### src/rtl/axi4_lite_regfile_slave_if.sv
// rtl/axi4_lite_regfile_slave_if.sv - AXI4-Lite bus bundle between a master and the register file slave
interface axi4_lite_regfile_slave_if #(
    parameter int ADDR_WIDTH = 32,
    parameter int DATA_WIDTH = 32
);
    localparam int STRB_WIDTH = DATA_WIDTH / 8;

    logic [ADDR_WIDTH-1:0] awaddr;
    logic [2:0]            awprot;
    logic                  awvalid;
    logic                  awready;
    logic [DATA_WIDTH-1:0] wdata;
    logic [STRB_WIDTH-1:0] wstrb;
    logic                  wvalid;
    logic                  wready;
    logic [1:0]            bresp;
    logic                  bvalid;
    logic                  bready;
    logic [ADDR_WIDTH-1:0] araddr;
    logic [2:0]            arprot;
    logic                  arvalid;
    logic                  arready;
    logic [DATA_WIDTH-1:0] rdata;
    logic [1:0]            rresp;
    logic                  rvalid;
    logic                  rready;

    modport master (
        output awaddr, awprot, awvalid, input awready,
        output wdata, wstrb, wvalid, input wready,
        input bresp, bvalid, output bready,
        output araddr, arprot, arvalid, input arready,
        input rdata, rresp, rvalid, output rready
    );

    modport slave (
        input awaddr, awprot, awvalid, output awready,
        input wdata, wstrb, wvalid, output wready,
        output bresp, bvalid, input bready,
        input araddr, arprot, arvalid, output arready,
        output rdata, rresp, rvalid, input rready
    );
endinterface

### src/rtl/axi4_lite_regfile_slave.sv
// rtl/axi4_lite_regfile_slave.sv - AXI4-Lite slave terminating into NUM_REGS read/write registers
// Optional AXI4L_REGFILE_SLVERR_EN: out-of-range accesses answer SLVERR instead of OKAY.
module axi4_lite_regfile_slave #(
    parameter int                    ADDR_WIDTH = 32,
    parameter int                    DATA_WIDTH = 32,
    parameter int                    NUM_REGS   = 16,
    parameter logic [DATA_WIDTH-1:0] RESET_VAL  = '0
) (
    input  logic                           clk,
    input  logic                           rst,
    axi4_lite_regfile_slave_if.slave       axi,
    output logic [NUM_REGS*DATA_WIDTH-1:0] reg_q,
    output logic [NUM_REGS-1:0]            reg_wr_pulse
);
    localparam int STRB_WIDTH = DATA_WIDTH / 8;
    localparam int ADDR_LSB   = $clog2(STRB_WIDTH);
    localparam int IDX_W      = (NUM_REGS > 1) ? $clog2(NUM_REGS) : 1;

    localparam logic [1:0] RESP_OKAY = 2'b00;
`ifdef AXI4L_REGFILE_SLVERR_EN
    localparam logic [1:0] RESP_OOR  = 2'b10;
`else
    localparam logic [1:0] RESP_OOR  = 2'b00;
`endif

    if (DATA_WIDTH != 32 && DATA_WIDTH != 64) begin : g_bad_data_width
        $error("axi4_lite_regfile_slave: DATA_WIDTH must be 32 or 64");
    end
    if (NUM_REGS < 1 || NUM_REGS > 256) begin : g_bad_num_regs
        $error("axi4_lite_regfile_slave: NUM_REGS must be 1..256");
    end
    if (ADDR_WIDTH < ADDR_LSB + IDX_W) begin : g_bad_addr_width
        $error("axi4_lite_regfile_slave: ADDR_WIDTH too small");
    end

    logic                  aw_full_q, aw_full_d;
    logic                  aw_oor_q, aw_oor_d;
    logic [IDX_W-1:0]      aw_idx_q, aw_idx_d;
    logic                  w_full_q, w_full_d;
    logic [DATA_WIDTH-1:0] wdata_q, wdata_d;
    logic [STRB_WIDTH-1:0] wstrb_q, wstrb_d;
    logic                  bvalid_q, bvalid_d;
    logic [1:0]            bresp_q, bresp_d;
    logic                  rvalid_q, rvalid_d;
    logic [1:0]            rresp_q, rresp_d;
    logic [DATA_WIDTH-1:0] rdata_q, rdata_d;
    logic [NUM_REGS-1:0]   pulse_q, pulse_d;
    logic [DATA_WIDTH-1:0] regs_q [NUM_REGS];
    logic [DATA_WIDTH-1:0] regs_d [NUM_REGS];

    logic [ADDR_WIDTH-1:0] aw_word, ar_word;
    logic                  aw_hit, ar_hit;
    logic                  aw_hs, w_hs, ar_hs, commit;
    logic                  unused_prot;

    assign unused_prot = ^{axi.awprot, axi.arprot};

    assign aw_word = axi.awaddr >> ADDR_LSB;
    assign ar_word = axi.araddr >> ADDR_LSB;
    assign aw_hit  = aw_word < ADDR_WIDTH'(NUM_REGS);
    assign ar_hit  = ar_word < ADDR_WIDTH'(NUM_REGS);

    // Readies come from state and rst only, never from the valids.
    assign axi.awready = !aw_full_q && !bvalid_q && !rst;
    assign axi.wready  = !w_full_q && !bvalid_q && !rst;
    assign axi.arready = !rvalid_q && !rst;

    assign aw_hs  = axi.awvalid && axi.awready;
    assign w_hs   = axi.wvalid && axi.wready;
    assign ar_hs  = axi.arvalid && axi.arready;
    assign commit = aw_full_q && w_full_q;

    always_comb begin
        aw_full_d = aw_full_q;
        aw_oor_d  = aw_oor_q;
        aw_idx_d  = aw_idx_q;
        w_full_d  = w_full_q;
        wdata_d   = wdata_q;
        wstrb_d   = wstrb_q;
        bvalid_d  = bvalid_q;
        bresp_d   = bresp_q;
        pulse_d   = '0;
        regs_d    = regs_q;

        if (commit) begin
            aw_full_d = 1'b0;
            w_full_d  = 1'b0;
            bvalid_d  = 1'b1;
            bresp_d   = aw_oor_q ? RESP_OOR : RESP_OKAY;
            if (!aw_oor_q) begin
                pulse_d[aw_idx_q] = 1'b1;
                for (int b = 0; b < STRB_WIDTH; b++) begin
                    if (wstrb_q[b]) begin
                        regs_d[aw_idx_q][b*8 +: 8] = wdata_q[b*8 +: 8];
                    end
                end
            end
        end else if (bvalid_q && axi.bready) begin
            bvalid_d = 1'b0;
        end

        if (aw_hs) begin
            aw_full_d = 1'b1;
            aw_oor_d  = !aw_hit;
            aw_idx_d  = aw_word[IDX_W-1:0];
        end
        if (w_hs) begin
            w_full_d = 1'b1;
            wdata_d  = axi.wdata;
            wstrb_d  = axi.wstrb;
        end
    end

    // Reads sample regs_q, so a same-cycle commit is not visible yet.
    always_comb begin
        rvalid_d = rvalid_q;
        rresp_d  = rresp_q;
        rdata_d  = rdata_q;
        if (ar_hs) begin
            rvalid_d = 1'b1;
            rresp_d  = ar_hit ? RESP_OKAY : RESP_OOR;
            rdata_d  = ar_hit ? regs_q[ar_word[IDX_W-1:0]] : '0;
        end else if (rvalid_q && axi.rready) begin
            rvalid_d = 1'b0;
        end
    end

    always_ff @(posedge clk or posedge rst) begin
        if (rst) begin
            aw_full_q <= 1'b0;
            aw_oor_q  <= 1'b0;
            aw_idx_q  <= '0;
            w_full_q  <= 1'b0;
            wdata_q   <= '0;
            wstrb_q   <= '0;
            bvalid_q  <= 1'b0;
            bresp_q   <= '0;
            rvalid_q  <= 1'b0;
            rresp_q   <= '0;
            rdata_q   <= '0;
            pulse_q   <= '0;
            for (int i = 0; i < NUM_REGS; i++) begin
                regs_q[i] <= RESET_VAL;
            end
        end else begin
            aw_full_q <= aw_full_d;
            aw_oor_q  <= aw_oor_d;
            aw_idx_q  <= aw_idx_d;
            w_full_q  <= w_full_d;
            wdata_q   <= wdata_d;
            wstrb_q   <= wstrb_d;
            bvalid_q  <= bvalid_d;
            bresp_q   <= bresp_d;
            rvalid_q  <= rvalid_d;
            rresp_q   <= rresp_d;
            rdata_q   <= rdata_d;
            pulse_q   <= pulse_d;
            regs_q    <= regs_d;
        end
    end

    assign axi.bvalid   = bvalid_q;
    assign axi.bresp    = bresp_q;
    assign axi.rvalid   = rvalid_q;
    assign axi.rresp    = rresp_q;
    assign axi.rdata    = rdata_q;
    assign reg_wr_pulse = pulse_q;

    for (genvar i = 0; i < NUM_REGS; i++) begin : g_reg_out
        assign reg_q[i*DATA_WIDTH +: DATA_WIDTH] = regs_q[i];
    end
endmodule

### src/flat_wrapper.sv
// flat-port wrapper written by rule: the top's interface ports become plain ports
module axi4_lite_regfile_slave_flat 
#(
    parameter int                    ADDR_WIDTH = 32,
    parameter int                    DATA_WIDTH = 32,
    parameter int                    NUM_REGS   = 16,
    parameter logic [DATA_WIDTH-1:0] RESET_VAL  = '0
)
  (clk, rst, reg_q, reg_wr_pulse, axi_awaddr, axi_awprot, axi_awvalid, axi_awready, axi_wdata, axi_wstrb, axi_wvalid, axi_wready, axi_bresp, axi_bvalid, axi_bready, axi_araddr, axi_arprot, axi_arvalid, axi_arready, axi_rdata, axi_rresp, axi_rvalid, axi_rready);
  axi4_lite_regfile_slave_if #(.ADDR_WIDTH(ADDR_WIDTH), .DATA_WIDTH(DATA_WIDTH)) axi_i ();
  input  logic clk;
  input  logic rst;
  output logic [NUM_REGS*DATA_WIDTH-1:0] reg_q;
  output logic [NUM_REGS-1:0] reg_wr_pulse;
  input wire logic [$bits(axi_i.awaddr)-1:0] axi_awaddr;
  input wire logic [$bits(axi_i.awprot)-1:0] axi_awprot;
  input wire logic [$bits(axi_i.awvalid)-1:0] axi_awvalid;
  output wire logic [$bits(axi_i.awready)-1:0] axi_awready;
  input wire logic [$bits(axi_i.wdata)-1:0] axi_wdata;
  input wire logic [$bits(axi_i.wstrb)-1:0] axi_wstrb;
  input wire logic [$bits(axi_i.wvalid)-1:0] axi_wvalid;
  output wire logic [$bits(axi_i.wready)-1:0] axi_wready;
  output wire logic [$bits(axi_i.bresp)-1:0] axi_bresp;
  output wire logic [$bits(axi_i.bvalid)-1:0] axi_bvalid;
  input wire logic [$bits(axi_i.bready)-1:0] axi_bready;
  input wire logic [$bits(axi_i.araddr)-1:0] axi_araddr;
  input wire logic [$bits(axi_i.arprot)-1:0] axi_arprot;
  input wire logic [$bits(axi_i.arvalid)-1:0] axi_arvalid;
  output wire logic [$bits(axi_i.arready)-1:0] axi_arready;
  output wire logic [$bits(axi_i.rdata)-1:0] axi_rdata;
  output wire logic [$bits(axi_i.rresp)-1:0] axi_rresp;
  output wire logic [$bits(axi_i.rvalid)-1:0] axi_rvalid;
  input wire logic [$bits(axi_i.rready)-1:0] axi_rready;
  assign axi_i.awaddr = axi_awaddr;
  assign axi_i.awprot = axi_awprot;
  assign axi_i.awvalid = axi_awvalid;
  assign axi_awready = axi_i.awready;
  assign axi_i.wdata = axi_wdata;
  assign axi_i.wstrb = axi_wstrb;
  assign axi_i.wvalid = axi_wvalid;
  assign axi_wready = axi_i.wready;
  assign axi_bresp = axi_i.bresp;
  assign axi_bvalid = axi_i.bvalid;
  assign axi_i.bready = axi_bready;
  assign axi_i.araddr = axi_araddr;
  assign axi_i.arprot = axi_arprot;
  assign axi_i.arvalid = axi_arvalid;
  assign axi_arready = axi_i.arready;
  assign axi_rdata = axi_i.rdata;
  assign axi_rresp = axi_i.rresp;
  assign axi_rvalid = axi_i.rvalid;
  assign axi_i.rready = axi_rready;
  axi4_lite_regfile_slave #(.ADDR_WIDTH(ADDR_WIDTH), .DATA_WIDTH(DATA_WIDTH), .NUM_REGS(NUM_REGS), .RESET_VAL(RESET_VAL)) u_core (.clk(clk), .rst(rst), .axi(axi_i), .reg_q(reg_q), .reg_wr_pulse(reg_wr_pulse));
endmodule
### config.mk
export PLATFORM = sky130hd
export DESIGN_NAME = axi4_lite_regfile_slave_flat
export DESIGN_NICKNAME = d
export VERILOG_FILES = /design/src/rtl/axi4_lite_regfile_slave_if.sv /design/src/rtl/axi4_lite_regfile_slave.sv /design/src/flat_wrapper.sv
export SDC_FILE = /design/constraint.sdc
export NUM_CORES = 1
export LEC_CHECK = 0
export BUFFER_PORTS_ARGS = -buffer_cell sky130_fd_sc_hd__clkbuf_2
export CAP_MARGIN = 40
export CORE_AREA = 2 2 266 268
export DETAILED_ROUTE_END_ITERATION = 10
export DIE_AREA = 0 0 268 270
export SLEW_MARGIN = 25
export SYNTH_ARGS = -nofsm -noshare
export SYNTH_HDL_FRONTEND = slang
export SYNTH_SLANG_ARGS = --single-unit
export TNS_END_PERCENT = 100
### constraint.sdc
create_clock -name clk -period 38.7 [get_ports clk]
set_clock_uncertainty 0.2 [all_clocks]
set_input_delay 9.675 -clock clk [delete_from_list [all_inputs] [get_ports clk]]
set_output_delay 9.675 -clock clk [all_outputs]
set_load 0.005 [all_outputs]
After elaboration in Yosys (flattened, before gate mapping)
Cells that the tools add are included.

Input bits: 113. Logic and storage cells: 97. Register bits after elaboration: 605. Output and inout bits: 569.

Mux-type cells: 37. Reduce and logical (&&, ||, !) cells: 24. Order comparisons: 7. Bitwise operators: 3.

Operator list (count): 2-to-1 mux 512 bit (10); bitwise mux 512 bit (4); demux 32 bit (select 4 bit) (4); binary-select mux 32 bit (select 4 bit) (1); 2-to-1 mux 32 bit (4); < comparator 30 x 5 -> 1 bit, second input constant (2); 2-to-1 mux 16 bit (3); 2-to-1 mux 24 bit (1); logical AND 1 bit (13); >= comparator 5 bit, second input constant (2); NOT 4 -> 5 bit (2); 2-to-1 mux 1 bit (8); 2-to-1 mux 8 bit (1); nonzero test 2 bit (4); logical NOT 1 bit (6); < comparator 4 x 5 -> 1 bit, second input constant (1); < comparator 5 x 1 -> 1 bit, second input constant (1); demux 1 bit (select 4 bit) (1); >= comparator 4 x 1 -> 1 bit, second input constant (1); AND reduction 2 bit (1); NOT 1 bit (1).

Depth between registers and ports, before layout
Gate-level depths: netlist of the first run.

Word-level depth: 19. Mapped depth: 7. Gate-level depth less buffers: 4.

Worst setup path before layout of the first run
Ideal clock, no wire load.

Kind: in2out. Start point: input port rst. End point: output port axi_awready. Path slack: 18.928 ns. Stages: 1. Arrival time: 9.897 ns. Path buffers: 0. Data required time: 28.825 ns. Path through: nor3_1.

Cells in the longest elaborated chain, start to end: 2.

Ends and longest elaborated chain: start: declaration (RTL line flat_wrapper.sv:12) `input logic rst;`; logical NOT 1 bit (RTL line axi4_lite_regfile_slave.sv:64) `assign axi.awready = !aw_full_q && !bvalid_q && !rst;`; logical AND 1 bit (RTL line axi4_lite_regfile_slave.sv:64); end: declaration (RTL line flat_wrapper.sv:18) `output wire logic [$bits(axi_i.awready)-1:0] axi_awready;`.

No other way between the ends.

Worst setup path after layout of the first run
Start point: input port rst. End point: output port axi_wready.

Cells in the longest elaborated chain, start to end: 2.

Ends and longest elaborated chain: logical NOT 1 bit (RTL line axi4_lite_regfile_slave.sv:65) `assign axi.wready = !w_full_q && !bvalid_q && !rst;`; logical AND 1 bit (RTL line axi4_lite_regfile_slave.sv:65); end: declaration (RTL line flat_wrapper.sv:22) `output wire logic [$bits(axi_i.wready)-1:0] axi_wready;`.

No other way between the ends.

==> impl_metrics.csv, run 1 <==
group,metric,value,unit
clock_network,numCtsBuffers,71,
worst_hold_path,hp-class,"reg -> reg",
place,dp_slack,18590,ps
timing,hold_viol_final,0,
setup_path,rrSetupSlack,35840,ps
global_routing,track_usage,26.6,%
detailed_routing,routedWlPerCell,29.0,um
synth,ys_types,41,
setup_path,cpMostUsedCell,"clkbuf_2",
clock_network,cts-root-buf,"clkbuf_16",
detailed_routing,antenna_left,0,
clock_network,htree_num_levels,3,
synth,yosysSeqAreaShare,55.8,%
power_and_ir_drop,leakage,0.0180,uW
setup_path,worstSetupPathType,"in -> out",
floorplan,floorplan.initialDensity,39.0,%
floorplan,die_w,268,um
timing,grt_setup_unrepaired,"no",
detailed_routing,vias_per_cell,5.51,
place,place.gp.congestion,0.841,
finish,finalNetCount,2453,
synth,synth_edf_count,0,
timing,fin_tns_setup,0,ps
finish,drive_gt1_share,64.8,%
setup_path,crit_path_top_delay_cell,"nor3_1",
clock_network,cts_hold_buf,0,
clock_network,cts_resized,0,
worst_hold_path,whs_endpoint,"u_core.axi.rdata[31]",
worst_hold_path,hold_path_depth,1,
global_routing,grt_max_degree,177,
detailed_routing,wl,96.6,mm
timing,fmax,49.7,MHz
floorplan,dieArea,72400,um^2
synth,synth_flop_cell,"dfrtp_1",
setup_path,max_stage_delay,260,ps
global_routing,grt_pass1_wl,139,mm
clock_network,cts_buffer_depth,3,
setup_path,ff2ff_path_depth,3,
detailed_routing,dr_total_vias,18400,
detailed_routing,dr.pass1.iters,5,
synth,synth.area.mux_share,33.9,%
finish,final_common_cell,"clkbuf_2",
timing,period_share,52.0,%
timing,setup_ws,18580,ps
power_and_ir_drop,peakVddDrop,0.0346,mV
synth,synth_top_family_by_area,"multiplexers",
synth,avgSynthCellArea,16.2,um^2
floorplan,core_area,69500,um^2
finish,final_cell_count_no_fill,3333,
place,dpl_cell_area,31600,um^2
finish,final_cell_area,34000,um^2
timing,worstMarginPinSlew,881,ps
clock_network,cts_tree,"done",
place,io_buffers,667,
place,dpl.hpwl,65.9,mm
timing,relSlewSlack,41.1,%
synth,synth-xor-area-share,0,%
clock_network,cts_setup_buffers,0,
setup_path,cp.required,28830,ps
power_and_ir_drop,powerDensity,46.8,nW/um^2
detailed_routing,drc,0,
synth,synth_adder_area_share,0,%
timing,period_needed,20120,ps
setup_path,arrival,10240,ps
place,dp_cells,3205,
global_routing,grt_pass1_vias,19500,
finish,syn_to_final_growth,25.1,%
clock_network,cts_sinks,605,
synth,synthSimpleGateAreaFrac,5.26,%
power_and_ir_drop,power.total,1590,uW
status,outcome,"finished, final reports clean",
setup_path,r2r-end,"u_core.reg_q[465]",
global_routing,overflow,0,
synth,synth-compound-area-share,2.90,%
synth,syn-instance-count,1676,
floorplan,pin_count,682,
setup_path,path_max_fanout,4,
run,cap_violations,0,
floorplan,die_height,270,um
setup_path,crit_path_start_kind,"input pin",
detailed_routing,first_iter_violations,1386,
timing,finalSetupViolCount,0,
synth,ys_ff_latch,605,
setup_path,path_cells,"clkbuf_2 -> nor3_1 -> clkbuf_2",
clock_network,clock_latency,590,ps
finish,layout_common_cells,"665 x clkbuf_2, 605 x dfrtp_1, 528 x mux2_2",
floorplan,rows,97,
clock_network,clkTransAtPathRegs,60,ps
worst_hold_path,hp-start,"u_core.axi.rdata[31]",
synth,synthArstFlopShare,100,%
synth,syn_area,27100,um^2
global_routing,antenna_found_initial,6,
setup_path,critPathCaptureType,"output pin",
setup_path,r2r_start,"u_core.aw_idx_q[1]",
timing,drv_slew,0,
synth,yosys_warnings,0,
-- worst max-delay path by stage --
stage          start               end  slack (ps)  cells past startpoint
2_1_floorplan    rst  u_core.aw_full_q       11890                      1
3_3_place_gp     rst        axi_wready       18590                      3
3_5_place_dp     rst        axi_wready       18590                      3
4_1_cts          rst        axi_wready       18590                      3
5_1_grt          rst        axi_wready       18520                      3
6_report         rst        axi_wready       18580                      3
-- synth_stat cells, drive strengths merged, types with 6 or more instances --
| master | count | area [um^2] |
|---|---|---|
| a22o | 31 | 272 |
| a22oi | 62 | 465 |
| and2 | 6 | 37.5 |
| buf | 56 | 350 |
| clkbuf | 56 | 210 |
| dfrtp | 605 | 15100 |
| mux2 | 552 | 6310 |
| mux4 | 128 | 2880 |
| nand2 | 48 | 183 |
| nand2b | 6 | 37.5 |
| nand3 | 30 | 275 |
| nand4 | 6 | 62.6 |
| nor2 | 49 | 634 |
| nor4 | 12 | 81.3 |
-- registers in the layout, summed over array words and instances, names as in the netlist --
name and count:
u_core.aw_full_q 1, u_core.wdata_q 32, u_core.w_full_q 1, u_core.axi.bvalid 1, u_core.axi.rdata 32, u_core.aw_idx_q 4
u_core.reg_q 512, u_core.wstrb_q 4, u_core.aw_oor_q 1, u_core.axi.rvalid 1, u_core.reg_wr_pulse 16
-- kinds of logic after synthesis --
logic type | Yosys count
other cells | 1
flops | 605
mux | 681
compound gates | 100
simple gates | 173
buf+inv | 116
-- per-stage QoR --
stage               hold WS (ps)  util (%)
floorplan                    289         -
global placement             292      45.1
finish                       306      48.8
CTS                          307      48.8
global route                 329      48.8
detailed placement           293      45.5
-- worst max-delay path: cells and delay by family --
| kind | cells | cell delay [ps] |
|---|---|---|
| and+or+nand+nor | 1 | 260 |
| buffers and inverters | 2 | 310 |
-- report_power, final --
part | total (uW) | switching [uW] | internal [uW]
logic | 159 | 90.9 | 67.8
registers | 769 | 105 | 664
clock network | 660 | 272 | 388
-- final cells by class --
type	instances	area [um^2]
diodes	2	5.00
clock buffers	100	2030
clock inverters	24	268
fillers	6120	35600
inverters	4	22.5
multi-input cells	958	11500
flip-flops and latches	605	15100
well taps	940	1180
repair buffers	700	3810
-- routing by layer --
metal  up-vias  global-route usage (%)  share of wire (%)
met2       734                    43.1                 48
met1      9782                    33.7                 40
met4         4                    11.2                4.4
li1       7659                       -                  -
met3       197                    7.31                7.4
met5         -                       0              0.027
No activity file was read; power rests on OpenSTA's default activity.
==> run 2: changes to the inputs <==
--- a/config.mk
+++ b/config.mk
@@ -7,9 +7,10 @@
 export LEC_CHECK = 0
 export BUFFER_PORTS_ARGS = -buffer_cell sky130_fd_sc_hd__clkbuf_2
 export CAP_MARGIN = 40
-export CORE_AREA = 2 2 266 268
+export CORE_AREA = 2 2 263 265
 export DETAILED_ROUTE_END_ITERATION = 10
-export DIE_AREA = 0 0 268 270
+export DIE_AREA = 0 0 265 267
+export PLACE_DENSITY = 0.65
 export SLEW_MARGIN = 25
 export SYNTH_ARGS = -nofsm -noshare
 export SYNTH_HDL_FRONTEND = slang
==> constraint.sdc (replaced) <==
create_clock -name clk -period 16.45 [get_ports clk]
set_clock_uncertainty 0.2 [all_clocks]
set_input_delay 4.1125 -clock clk [delete_from_list [all_inputs] [get_ports clk]]
set_output_delay 4.1125 -clock clk [all_outputs]
set_load 0.005 [all_outputs]
==> run 2 against run 1 <==
Worst hold slack improved by 1.0 ps. Sequential share of layout area barely moved. Critical path type unchanged. Combinational power rose by 140%. Die area fell by 2.2%. Largest cell class unchanged. Non-clock buffer count rose by 2. First-iteration DRC count fell by 3.2%. Sequential cell count did not move. Register-to-register slack got worse by 23000 ps.
==> impl_metrics.csv, run 2 (synthesized netlist as in run 1, its figures left out) <==
group,metric,value,unit
detailed_routing,antenna_left,0,
setup_path,worstSetupPathType,"in -> out",
finish,largest_register_ffs,512,
clock_network,cts_sinks,605,
timing,fmax,111,MHz
timing,fin_hold_ws,307,ps
setup_path,r2r-end,"u_core.reg_q[466]",
clock_network,numCtsBuffers,69,
setup_path,path_cells,"clkbuf_2 -> nor3_1 -> clkbuf_2",
clock_network,cts_resized,0,
detailed_routing,dr_total_vias,18600,
timing,grt_setup_unrepaired,"no",
setup_path,crit_path_start_kind,"input pin",
finish,drive_gt1_share,64.8,%
power_and_ir_drop,leakage,0.0180,uW
setup_path,crit_path_top_delay_cell,"nor3_1",
timing,fin_tns_setup,0,ps
global_routing,grt_pass1_vias,19300,
timing,relSlewSlack,32.1,%
setup_path,cp_top_family,"buffers and inverters",
setup_path,max_stage_delay,270,ps
run,cap_violations,0,
place,dp_cells,3146,
clock_network,clock_latency,600,ps
setup_path,ff2ff_path_depth,4,
place,io_buffers,667,
status,outcome,"finished, final reports clean",
finish,multi_input_area,11500,um^2
setup_path,cpMostUsedCell,"clkbuf_2",
clock_network,htree_num_levels,3,
clock_network,clkTransAtPathRegs,60,ps
clock_network,cts_tree,"done",
timing,drv_slew,0,
setup_path,rrSetupSlack,13250,ps
finish,final.fill_count,5818,
setup_path,r2r_start,"u_core.aw_idx_q[1]",
finish,layout_common_cells,"665 x clkbuf_2, 605 x dfrtp_1, 528 x mux2_2",
worst_hold_path,hp-start,"u_core.axi.rdata[10]",
detailed_routing,drc,0,
power_and_ir_drop,powerDensity,111,nW/um^2
floorplan,die_height,267,um
detailed_routing,routedWlPerCell,28.9,um
place,dpl_cell_area,31500,um^2
worst_hold_path,hold_path_depth,1,
timing,hold_viol_final,0,
clock_network,cts_hold_buf,0,
detailed_routing,vias_per_cell,5.69,
global_routing,overflow,0,
global_routing,track_usage,26.4,%
timing,period_needed,8990,ps
floorplan,pin_count,682,
detailed_routing,dr.pass1.iters,5,
timing,worstMarginPinSlew,1020,ps
worst_hold_path,whs_endpoint,"u_core.axi.rdata[10]",
detailed_routing,first_iter_violations,1341,
floorplan,core_area,68000,um^2
floorplan,dieArea,70800,um^2
place,place.gp.congestion,0.860,
setup_path,crit_buf_inv,2,
setup_path,critPathCaptureType,"output pin",
floorplan,die_w,265,um
setup_path,cp.required,12140,ps
setup_path,arrival,4680,ps
global_routing,antenna_found_initial,3,
clock_network,cts_setup_buffers,0,
finish,final_common_cell,"clkbuf_2",
finish,final_cell_count_no_fill,3272,
timing,finalSetupViolCount,0,
floorplan,rows,96,
clock_network,cts_buffer_depth,3,
place,dpl.hpwl,64.8,mm
finish,finalNetCount,2453,
worst_hold_path,hp-class,"reg -> reg",
finish,seqCellArea,15100,um^2
floorplan,floorplan.initialDensity,39.9,%
finish,syn_to_final_growth,25.1,%
timing,period_share,54.6,%
clock_network,cts-root-buf,"clkbuf_16",
global_routing,grt_max_degree,166,
finish,final_cell_area,33900,um^2
power_and_ir_drop,peakVddDrop,0.0955,mV
global_routing,grt_pass1_wl,137,mm
detailed_routing,wl,94.5,mm
setup_path,path_max_fanout,4,
-- run 2: cell types whose count changed in the layout (fill, tap and decap cells not counted), moves of 2 or more --
cell        previous run  this run
clkbuf_16             72        70
clkinv_2               9         2
bufinv_16              3         6
clkinvlp_4             5         3
clkinv_4               1         3
buf_8                  3         1
buf_12                 4         8
clkbuf_8              12        16
-- run 2: how the worst max path moves through the flow --
stage | from | to | depth (start not counted)
5_1_grt | rst | axi_wready | 3
4_1_cts | rst | axi_wready | 3
3_5_place_dp | rst | axi_wready | 3
3_3_place_gp | rst | axi_wready | 3
2_1_floorplan | rst | u_core.aw_full_q | 1
6_report | rst | axi_wready | 3
-- run 2: cell type report --
type / count / share of cell area [%]
clock buffers: 101 / 5.98
inverters: 4 / 0.0553
diodes: 3 / 0.0221
clock inverters: 17 / 0.852
flip-flops and latches: 605 / 44.6
well taps: 882 / 3.25
multi-input cells: 958 / 33.9
repair buffers: 702 / 11.3
-- run 2: metrics by stage --
stage / setup slack, ps / utilization [%] / power [uW]
after floorplan: 3880 / - / 2010
after global placement: 7510 / 46.0 / 2170
after detailed placement: 7450 / 46.3 / 2210
after CTS: 7450 / 49.7 / 3790
after global routing: 7450 / 49.9 / 3910
final: 7460 / 49.9 / 3770
-- run 2: per-layer routing --
layer	routed length, um	global-route usage [%]	share of wire, %
met1	37100	33.4	39
met5	0	0	0
met4	3570	10.6	3.8
met2	46900	44.1	50
met3	6990	5.91	7.4
-- run 2: power breakdown --
part	total, uW	internal (uW)	switching (uW)
Sequential	1820	1560	253
Clock	1580	950	627
Combinational	374	164	210
Total	3770	2680	1090
